**src/rtl/fetch_controller.sv**
```systemverilog
// Instruction fetch controller: IDLE/RUN/HALT sequencer feeding a one-entry output register.
// Optional build macro FETCH_PERF_CNT_EN adds the fetch_count transfer counter output.
module fetch_controller #(
    parameter logic [31:0] RESET_PC     = 32'h00013880,
    parameter bit          HALT_ON_ZERO = 1'b1
) (
    input  logic        clk,
    input  logic        reset,
    input  logic        start,
    output logic [31:0] imem_addr,
    input  logic [31:0] imem_data,
    output logic        if_valid,
    output logic [31:0] if_instr,
    output logic [31:0] if_pc,
    input  logic        if_ready,
    input  logic        redirect_valid,
    input  logic [31:0] redirect_pc,
    output logic        halted,
    output logic        misalign_err
`ifdef FETCH_PERF_CNT_EN
    ,
    output logic [31:0] fetch_count
`endif
);

    typedef enum logic [1:0] {
        IDLE = 2'd0,
        RUN  = 2'd1,
        HALT = 2'd2
    } state_t;

    state_t      state_q, state_d;
    logic [31:0] pc_q, pc_d;
    logic        vld_q, vld_d;
    logic [31:0] instr_q, instr_d;
    logic [31:0] ifpc_q, ifpc_d;
    logic        halted_q;
    logic        misalign_q, misalign_d;
    logic        xfer;
    logic        fetch_ok;
    logic        zero_word;

    assign xfer      = vld_q & if_ready;
    // The output slot is free when empty or when its word leaves this cycle.
    assign fetch_ok  = (state_q == RUN) && (!vld_q || if_ready);
    assign zero_word = HALT_ON_ZERO && (imem_data == 32'd0);

    always_comb begin
        state_d    = state_q;
        pc_d       = pc_q;
        vld_d      = vld_q & ~if_ready;
        instr_d    = instr_q;
        ifpc_d     = ifpc_q;
        misalign_d = misalign_q | (redirect_valid & (|redirect_pc[1:0]));

        if (redirect_valid) begin
            pc_d  = {redirect_pc[31:2], 2'b00};
            vld_d = 1'b0;
            if (state_q == IDLE) begin
                state_d = start ? RUN : IDLE;
            end else begin
                state_d = RUN;
            end
        end else begin
            case (state_q)
                IDLE: begin
                    if (start) begin
                        state_d = RUN;
                    end
                end
                RUN: begin
                    if (fetch_ok) begin
                        // A zero word is swallowed and the PC parks on it.
                        if (zero_word) begin
                            state_d = HALT;
                        end else begin
                            vld_d   = 1'b1;
                            instr_d = imem_data;
                            ifpc_d  = pc_q;
                            pc_d    = pc_q + 32'd4;
                        end
                    end
                end
                default: begin
                end
            endcase
        end
    end

    always_ff @(posedge clk) begin
        if (reset) begin
            state_q    <= IDLE;
            pc_q       <= RESET_PC;
            vld_q      <= 1'b0;
            instr_q    <= 32'd0;
            ifpc_q     <= 32'd0;
            halted_q   <= 1'b0;
            misalign_q <= 1'b0;
        end else begin
            state_q    <= state_d;
            pc_q       <= pc_d;
            vld_q      <= vld_d;
            instr_q    <= instr_d;
            ifpc_q     <= ifpc_d;
            halted_q   <= (state_d == HALT);
            misalign_q <= misalign_d;
        end
    end

`ifdef FETCH_PERF_CNT_EN
    logic [31:0] count_q;

    always_ff @(posedge clk) begin
        if (reset) begin
            count_q <= 32'd0;
        end else if (xfer) begin
            count_q <= count_q + 32'd1;
        end
    end

    assign fetch_count = count_q;
`endif

    assign imem_addr    = pc_q;
    assign if_valid     = vld_q;
    assign if_instr     = instr_q;
    assign if_pc        = ifpc_q;
    assign halted       = halted_q;
    assign misalign_err = misalign_q;

endmodule

```
**config.mk**
```make
export PLATFORM = sky130hd
export DESIGN_NAME = fetch_controller
export DESIGN_NICKNAME = d
export VERILOG_FILES = /design/src/rtl/fetch_controller.sv
export SDC_FILE = /design/constraint.sdc
export NUM_CORES = 1
export LEC_CHECK = 0
export BUFFER_PORTS_ARGS = -buffer_cell sky130_fd_sc_hd__buf_4
export CAP_MARGIN = 40
export CORE_AREA = 2 2 95 97
export DETAILED_ROUTE_END_ITERATION = 7
export DIE_AREA = 0 0 97 99
export GPL_TIMING_DRIVEN = 0
export PLACE_DENSITY = 0.84
export SYNTH_ARGS = -nofsm -noshare
export SYNTH_HDL_FRONTEND = slang
export SYNTH_SLANG_ARGS = --single-unit
```
**constraint.sdc**
```tcl
create_clock -name clk -period 3.9 [get_ports clk]
set_input_delay 0.39 -clock clk [delete_from_list [all_inputs] [get_ports clk]]
set_output_delay 0.39 -clock clk [all_outputs]
set_load 0.02 [all_outputs]
```
### Word level (Yosys, flattened, before mapping)

Cells that the tools add are included.

* bits in registers: 101
* bits in latches: 0
* memory bits (writable): 0
* bits in read-only memories: 0
* input bits: 69
* output and inout bits: 99
* word-level logic and storage cells: 44
* memories: 0

* $add $sub $neg: 1
* $mul: 0
* div/mod/pow operators: 0
* magnitude comparators: 0
* eq/ne operators: 3
* shift operators: 0
* mux-type cells: 14
* bitwise logic cells: 6
* reductions and logical operators: 12

Operators by type and width (number)
* 32-bit two-way mux: 4
* 32-bit by 3-bit adder with 32-bit output, second input constant: 1
* 32-bit logical NOT: 1
* 2-bit two-way mux: 4
* 3-bit AND reduction: 2
* 1-bit two-way mux: 5
* 2-bit case mux with 2 select lines: 1
* 4-bit AND reduction: 1
* 2-bit nonzero test: 2
* 2-bit OR reduction: 2
* 1-bit NOT: 3
* 1-bit AND: 2
* 2-bit by 1-bit equality test with 1-bit output, second input constant: 1
* 2-bit equality test, second input constant: 1
* 2-bit logical NOT: 1
* 2-bit != test, second input constant: 1
* 1-bit logical AND: 1
* 1-bit logical NOT: 1
* 1-bit logical OR: 1
* 1-bit bitwise OR: 1

### Depth between registers and ports, before layout

Gate-level depths: netlist of run 1.

* depth after elaboration: 7
* depth in mapped cells: 8
* depth with buffers taken out: 6

### Worst setup path before layout of run 1

Ideal clock, no wire load.

* path kind: reg-to-reg
* start: register pc_q[2] (netlist: imem_addr[2])
* end: register pc_q[28] (netlist: imem_addr[28])
* library setup time: 0.088 ns
* arrival time: 1.891 ns
* data required time: 3.812 ns
* setup slack: 1.921 ns
* stages on the path, launching flop included: 7
* buffers on the path: 0
* period minus slack after synthesis: 1.979 ns
* cell sequence: dfxtp_1 -> ha_1 -> inv_1 -> nor2_2 -> nand2_1 -> or4_1 -> a311oi_2

* word-level cells in the longest chain between the ends: 5

Ends and longest elaborated chain
* from (decl): RTL line 33 `logic [31:0] pc_q, pc_d;`
* from (signal assigned): RTL line 101 `pc_q <= pc_d;`
* 32-bit by 3-bit adder with 32-bit output: RTL line 80 `pc_d = pc_q + 32'd4;`
* 32-bit two-way mux: RTL line 74 `if (zero_word) begin`
* 32-bit two-way mux: RTL line 72 `if (fetch_ok) begin`
* 32-bit two-way mux: RTL line 65 `case (state_q)`
* 32-bit two-way mux: RTL line 56 `if (redirect_valid) begin`

Every way passes these cells. The select of a mux whose other input is x is not followed.
A chain may end at the register's enable or synchronous reset.

### Worst setup path after layout of run 1

Same ends and word-level chain as after synthesis.

==> flow_summary.toml, run 1 <==
[floorplanning]
die_h_um = 99
core-area_sq_um = 8550
row_count = 34
ioPinCount = 168
die_area_sq_um = 9600
die_w_um = 97
start_util = 0.516

[worst_setup_path]
path_buf_inv = 1
worstPathCellList = "ha_1, inv_1, nor2_2, nand2_1, or4_1, a311oi_2"
cp.required_ns = 4.18
cp_max_fo = 9
cp_top_family = "simple AND/OR/NAND/NOR gates"
crit_path_end_kind = "flip-flop"
critical_path_class = "flip-flop to flip-flop"
cp-start-kind = "flip-flop"
cpPeakStageDelay_ns = 0.57
slowest_stage = "or4_1"
worstPathArrival_ns = 2.47
reg2reg_slack_ns = 1.71

[clock_tree]
cts_made_buffers = 9
clkLatencyLatePin_ns = 0.37
post_cts_buffers = 0
cts_tree = "yes"
postCtsHoldBufs = 0
h-tree-depth = 3
cts_resized = 0
clock_sink_count = 97
clockBufferDepth = 2
cts.clk_slew.worst_paths_ns = 0.10
root_buffer = "clkbuf_8"

[power]
peakVddDrop_v = 0.000262
power_density_nw_per_um2 = 358
p_leak_nw = 2.38

[sta]
slew_headroom = 0.507
rsz0062_at_grt = "false"
max_freq_mhz = 458
setup_slack_ns = 1.71
worstMarginPinSlew_ns = 0.737
setup_tns_ns = 0
fin_crit_ns = 2.19
skew_ns = 0.0105
hold_violations = 0
setup_viol_count_final = 0
fin_hold_ws_ns = 0.260
finalCritPeriodShare = 0.560
maxSlewViolCount = 0

[global_route]
grt_max_degree = 17
grt.total_usage = 0.269
antenna_found_initial = 0
grt_pass1_vias = 4363
gr-total-overflow = 0
grt_pass1_wl_mm = 21.0

[yosys]
synth_warnings = 0
syn-instance-count = 535
synth_edf_count = 0
syn-cell-area_sq_um = 4410
ys.flop_type = "dfxtp_1"
syn_avg_cell_area_sq_um = 8.25
async_flop_share = 0
ys_types = 59
yosysSeqAreaShare = 0.440
yosys_register_bits = 97

[layout]
finish.instance_area_sq_um = 5960
syn_to_final_growth_pct = 35.1
final_core_util = 0.697
drive_gt1_frac = 0.297
antenna_cells = 0
nNetsFinal = 780

[detailed_routing]
drt_iter0_drc = 225
vias = 4658
drt-met1-wl_mm = 5.48
antenna_left = 0
wl_met2_mm = 6.65
first_pass_iters = 4
top_layer = "met4"
drcViolationCount = 0
met3_length_mm = 1.06
via_per_inst = 5.66
finalWirelength_mm = 13.5
wl_per_cell_um = 16.4

[run]
max_cap_viol_count = 0

[placement]
pre_cts_ws_ns = 1.46
portBuffers = 161
dp.final_hpwl_mm = 10.1
place_area_sq_um = 5770
routabilityCongestion = 0.886

[hold_path]
hp-class = "input port to flip-flop"

[status]
status = "finished clean"
[Yosys cell counts (2+ instances only)]
master / n / area, sq um
nand2_1: 138 / 518
dfxtp_1: 97 / 1940
a21oi_1: 70 / 350
clkbuf_1: 23 / 86.3
nor2_1: 23 / 86.3
nand3_1: 14 / 70.1
or4_1: 13 / 97.6
o31ai_1: 12 / 90.1
a211oi_1: 11 / 82.6
a311oi_1: 10 / 87.6
inv_1: 9 / 33.8
nor4_1: 9 / 56.3
buf_6: 8 / 90.1
o2111ai_1: 7 / 61.3
nor3_1: 6 / 30.0
o31a_1: 5 / 43.8
and3_1: 4 / 25.0
and4_1: 4 / 35.0
buf_2: 4 / 20.0
buf_4: 4 / 30.0
nand4_1: 4 / 25.0
a31oi_1: 3 / 18.8
nand4_2: 3 / 37.5
o21a_1: 3 / 22.5
o21ai_0: 3 / 15.0
xor2_1: 3 / 26.3
a2111oi_0: 2 / 17.5
a311oi_2: 2 / 30.0
and2_1: 2 / 12.5
and2b_1: 2 / 15.0
nand2b_1: 2 / 12.5
nor2_2: 2 / 12.5
nor2b_1: 2 / 12.5
nor4_2: 2 / 25.0
nor4b_1: 2 / 17.5
o21bai_1: 2 / 15.0
or3_1: 2 / 12.5
xnor2_1: 2 / 17.5
[cell families (layout without fill, tap and decap cells)]
kind of cell / count (synthesis) / count (layout) / synth area share
flops: 97 / 97 / 0.440
buf+inv: 51 / 228 / 0.0652
compound gates: 138 / 138 / 0.212
other cells: 1 / 4 / 0.000850
fa+ha+maj: 1 / 1 / 0.00283
simple gates: 242 / 242 / 0.269
xor+xnor: 5 / 5 / 0.00992
[per-stage QoR]
step           total power [mW]  cells
2_1_floorplan              1.30    538
3_3_place_gp               1.47    807
3_5_place_dp               1.48    807
4_1_cts                    2.13    823
5_1_grt                    2.21    823
6_report                   2.13    823
[registers in the layout, summed over array words and instances (netlist names)]
register,cells
if_instr,32
if_pc,30
imem_addr,30
state_q,2
halted,1
if_valid,1
misalign_err,1
[routing by layer]
metal | up-vias | GRT usage
li1 | 2251 | -
met1 | 2160 | 0.335
met2 | 213 | 0.463
met3 | 34 | 0.0511
met4 | 0 | 0.104
met5 | - | 0
[layout make-up]
type	instances	area (sq um)
plain buffers	41	250
clock buffers	10	128
clock inverters	6	66.3
fillers	674	2590
inverters	10	37.5
multi-input cells	390	2200
flip-flops and latches	97	1940
well taps	108	135
repair buffers	161	1210
[path summary, 6_finish.rpt]
kind,from,endpoint,depth (start not counted)
max reg2reg,imem_addr[2],imem_addr[28],6
min reg2reg,if_pc[18],if_pc[18],2
min,imem_data[4],if_instr[4],3
max,imem_addr[2],imem_addr[28],6
[worst reg2reg max path, delay by kind of cell (launching register included)]
kind,cells,cell delay (ns)
and+or+nand+nor,3,0.99
DFF,1,0.45
adders and majority gates,1,0.30
AOI/OAI and AO/OA,1,0.25
buffers and inverters,1,0.12
[placed cells by master (no fill, tap or decap), types with 3 or more instances in the layout]
| cell type | instances |
|---|---|
| clkbuf_8 | 9 |
| clkbuf_1 | 24 |
| nand4_2 | 3 |
| buf_6 | 8 |
| a211oi_1 | 11 |
| nor4_1 | 9 |
| or4_1 | 13 |
| and4_1 | 4 |
| and3_1 | 4 |
| o31a_1 | 5 |
| nand4_1 | 4 |
| a21oi_1 | 70 |
| o21a_1 | 3 |
| inv_1 | 9 |
| conb_1 | 4 |
| buf_2 | 4 |
| a31oi_1 | 3 |
| nor2_1 | 23 |
| xor2_1 | 3 |
| nor3_1 | 6 |
| nand3_1 | 14 |
| buf_4 | 165 |
| o21ai_0 | 3 |
| a311oi_1 | 10 |
| o2111ai_1 | 7 |
| dfxtp_1 | 97 |
| o31ai_1 | 12 |
| nand2_1 | 138 |
[report_power, final]
group / switching (mW) / total (mW) / internal (mW)
registers: 0.0546 / 1.09 / 1.04
clock network: 0.368 / 0.669 / 0.301
logic: 0.207 / 0.372 / 0.165
Power figures use the tool's default switching activity.
==> run 2, diff against run 1 <==
- CORE_AREA: 2 2 95 97 -> 2 2 98 100
- DIE_AREA: 0 0 97 99 -> 0 0 100 102
- PLACE_DENSITY: 0.84 -> 0.79
- clock period: 3.9 -> 2.16 ns (I/O delays scaled with it)
==> run 2 against run 1 <==
Final cell count rose by 0.36%; clock-buffer cell count increased by 1; critical path type unchanged; via count down 0.41%; critical path depth unchanged; clock skew increased by 0.0012 ns; global-route usage fell by 1.4 points; largest cell class unchanged; highest routed layer unchanged; combinational power grew 81%; setup slack got worse by 1.6 ns; largest power group unchanged.
==> flow_summary.toml, run 2 (synthesis gave the netlist of run 1 again) <==
[placement]
routabilityCongestion = 0.850
place_area_sq_um = 5770
portBuffers = 161
dp.final_hpwl_mm = 10.1

[floorplanning]
die_w_um = 100
core-area_sq_um = 9110
start_util = 0.485
ioPinCount = 168
row_count = 35
die_h_um = 102
die_area_sq_um = 10200

[layout]
layout_commonest_cell = "buf_4"
num-fill-cells = 791
largest_register_ffs = 32
finish.instance_area_sq_um = 5970
drive_gt1_frac = 0.306
nNetsFinal = 780
antenna_cells = 0
syn_to_final_growth_pct = 35.3
final_cell_mix = "buf_4 (165), nand2_1 (137), dfxtp_1 (93), a21oi_1 (70), clkbuf_1 (24)"

[sta]
finalCritPeriodShare = 0.959
slew_headroom = 0.554
maxSlewViolCount = 0
worstMarginPinSlew_ns = 0.669
max_freq_mhz = 483
skew_ns = 0.0117
setup_viol_count_final = 0
hold_violations = 0
fin_crit_ns = 2.07
rsz0062_at_grt = "false"

[worst_setup_path]
slowest_stage = "dfxtp_1"
cpPeakStageDelay_ns = 0.48
worstPathArrival_ns = 2.34
path_buf_inv = 1
cp.required_ns = 2.43
worstPathCellList = "nand4_2, nor2b_2, nand2_1, buf_2, or3_1, a311oi_1"
crit_cells = 6
critical_path_class = "flip-flop to flip-flop"
cp_top_family = "simple AND/OR/NAND/NOR gates"
crit_path_end_kind = "flip-flop"
cp-start-kind = "flip-flop"
reg2reg_depth = 6
cp_max_fo = 10

[power]
peakVddDrop_v = 0.000326
power_density_nw_per_um2 = 627
seq_power_share = 0.527
combPwrFrac = 0.179
power.share.clock = 0.294
switching_share = 0.298
internal_power_mw = 2.63
p_leak_nw = 2.37
p_total_mw = 3.75
p_sw_mw = 1.12

[clock_tree]
clockBufferDepth = 2
root_buffer = "clkbuf_8"
cts_tree = "yes"
cts_made_buffers = 9
clkLatencyLatePin_ns = 0.36
h-tree-depth = 3
cts.clk_slew.worst_paths_ns = 0.09
clock_sink_count = 97
postCtsHoldBufs = 0

[global_route]
grt_pass1_wl_mm = 20.8
gr-total-overflow = 0
antenna_found_initial = 0
grt.total_usage = 0.254
grt_max_degree = 17
grt_pass1_vias = 4228

[detailed_routing]
drcViolationCount = 0
antenna_left = 0
via_per_inst = 5.62
finalWirelength_mm = 13.4
first_pass_iters = 5
wl_per_cell_um = 16.3
drt_iter0_drc = 210
vias = 4639

[hold_path]
hold-path-cell-count = 3
hp-class = "input port to flip-flop"

[run]
max_cap_viol_count = 0

[status]
status = "finished clean"
-- run 2: path summary, 6_finish.rpt --
path | from | endpoint | slack [ns]
worst max-delay path | imem_addr[5] | imem_addr[15] | 0.09
worst min-delay path | redirect_pc[26] | imem_addr[26] | 0.10
worst max register to register | imem_addr[5] | imem_addr[15] | 0.09
worst min register to register | if_instr[22] | if_instr[22] | 0.46
-- run 2: per-stage QoR --
stage	utilization	hold WS (ns)	cells	setup slack (ns)	TNS [ns]
after detailed placement	0.634	0.444	810	-0.0574	-2.02
after CTS	0.654	0.0861	826	0.00454	0
after global placement	0.634	0.436	810	-0.0137	-0.0186
after global routing	0.656	0.0922	826	0.0238	0
final	0.656	0.104	826	0.0890	0
after floorplan	-	0.350	538	0.181	0
-- run 2: area by class of cell --
class / count / area, sq um / area share
flip-flops and latches: 97 / 1950 / 0.326
repair buffers: 161 / 1210 / 0.202
clock buffers: 11 / 141 / 0.0237
multi-input cells: 390 / 2210 / 0.370
inverters: 10 / 37.5 / 0.00628
plain buffers: 41 / 250 / 0.0419
well taps: 111 / 139 / 0.0233
clock inverters: 5 / 38.8 / 0.00649
-- run 2: timing repair --
item | 4_1_cts | 5_1_grt
setup endpoints to repair | 4 | 43
pin swaps | 0 | 0
buffers inserted | 0 | 0
gates resized for setup | 1 | 7
-- run 2: layer usage --
| layer | vias to the layer above | part of all wire | global-route usage |
|---|---|---|---|
| li1 | 2248 | - | - |
| met1 | 2153 | 0.42 | 0.329 |
| met2 | 218 | 0.48 | 0.432 |
| met3 | 20 | 0.079 | 0.0554 |
| met4 | 0 | 0.015 | 0.0717 |
| met5 | - | 0 | 0 |
-- run 2: worst register-to-register path: stages, from the launching register on --
cell	delay (ns)
dfxtp_1	0.48
nand4_2	0.24
nor2b_2	0.24
nand2_1	0.21
buf_2	0.25
or3_1	0.33
a311oi_1	0.24
-- run 2: power by group through the flow --
| stage | clock, mW | sequential, mW | combinational, mW |
|---|---|---|---|
| floorplan | 0 | 2.09 | 0.258 |
| global placement | 0 | 2.01 | 0.656 |
| detailed placement | 0 | 2.01 | 0.668 |
| CTS | 1.12 | 1.97 | 0.670 |
| global route | 1.21 | 1.99 | 0.722 |
| finish | 1.10 | 1.97 | 0.672 |
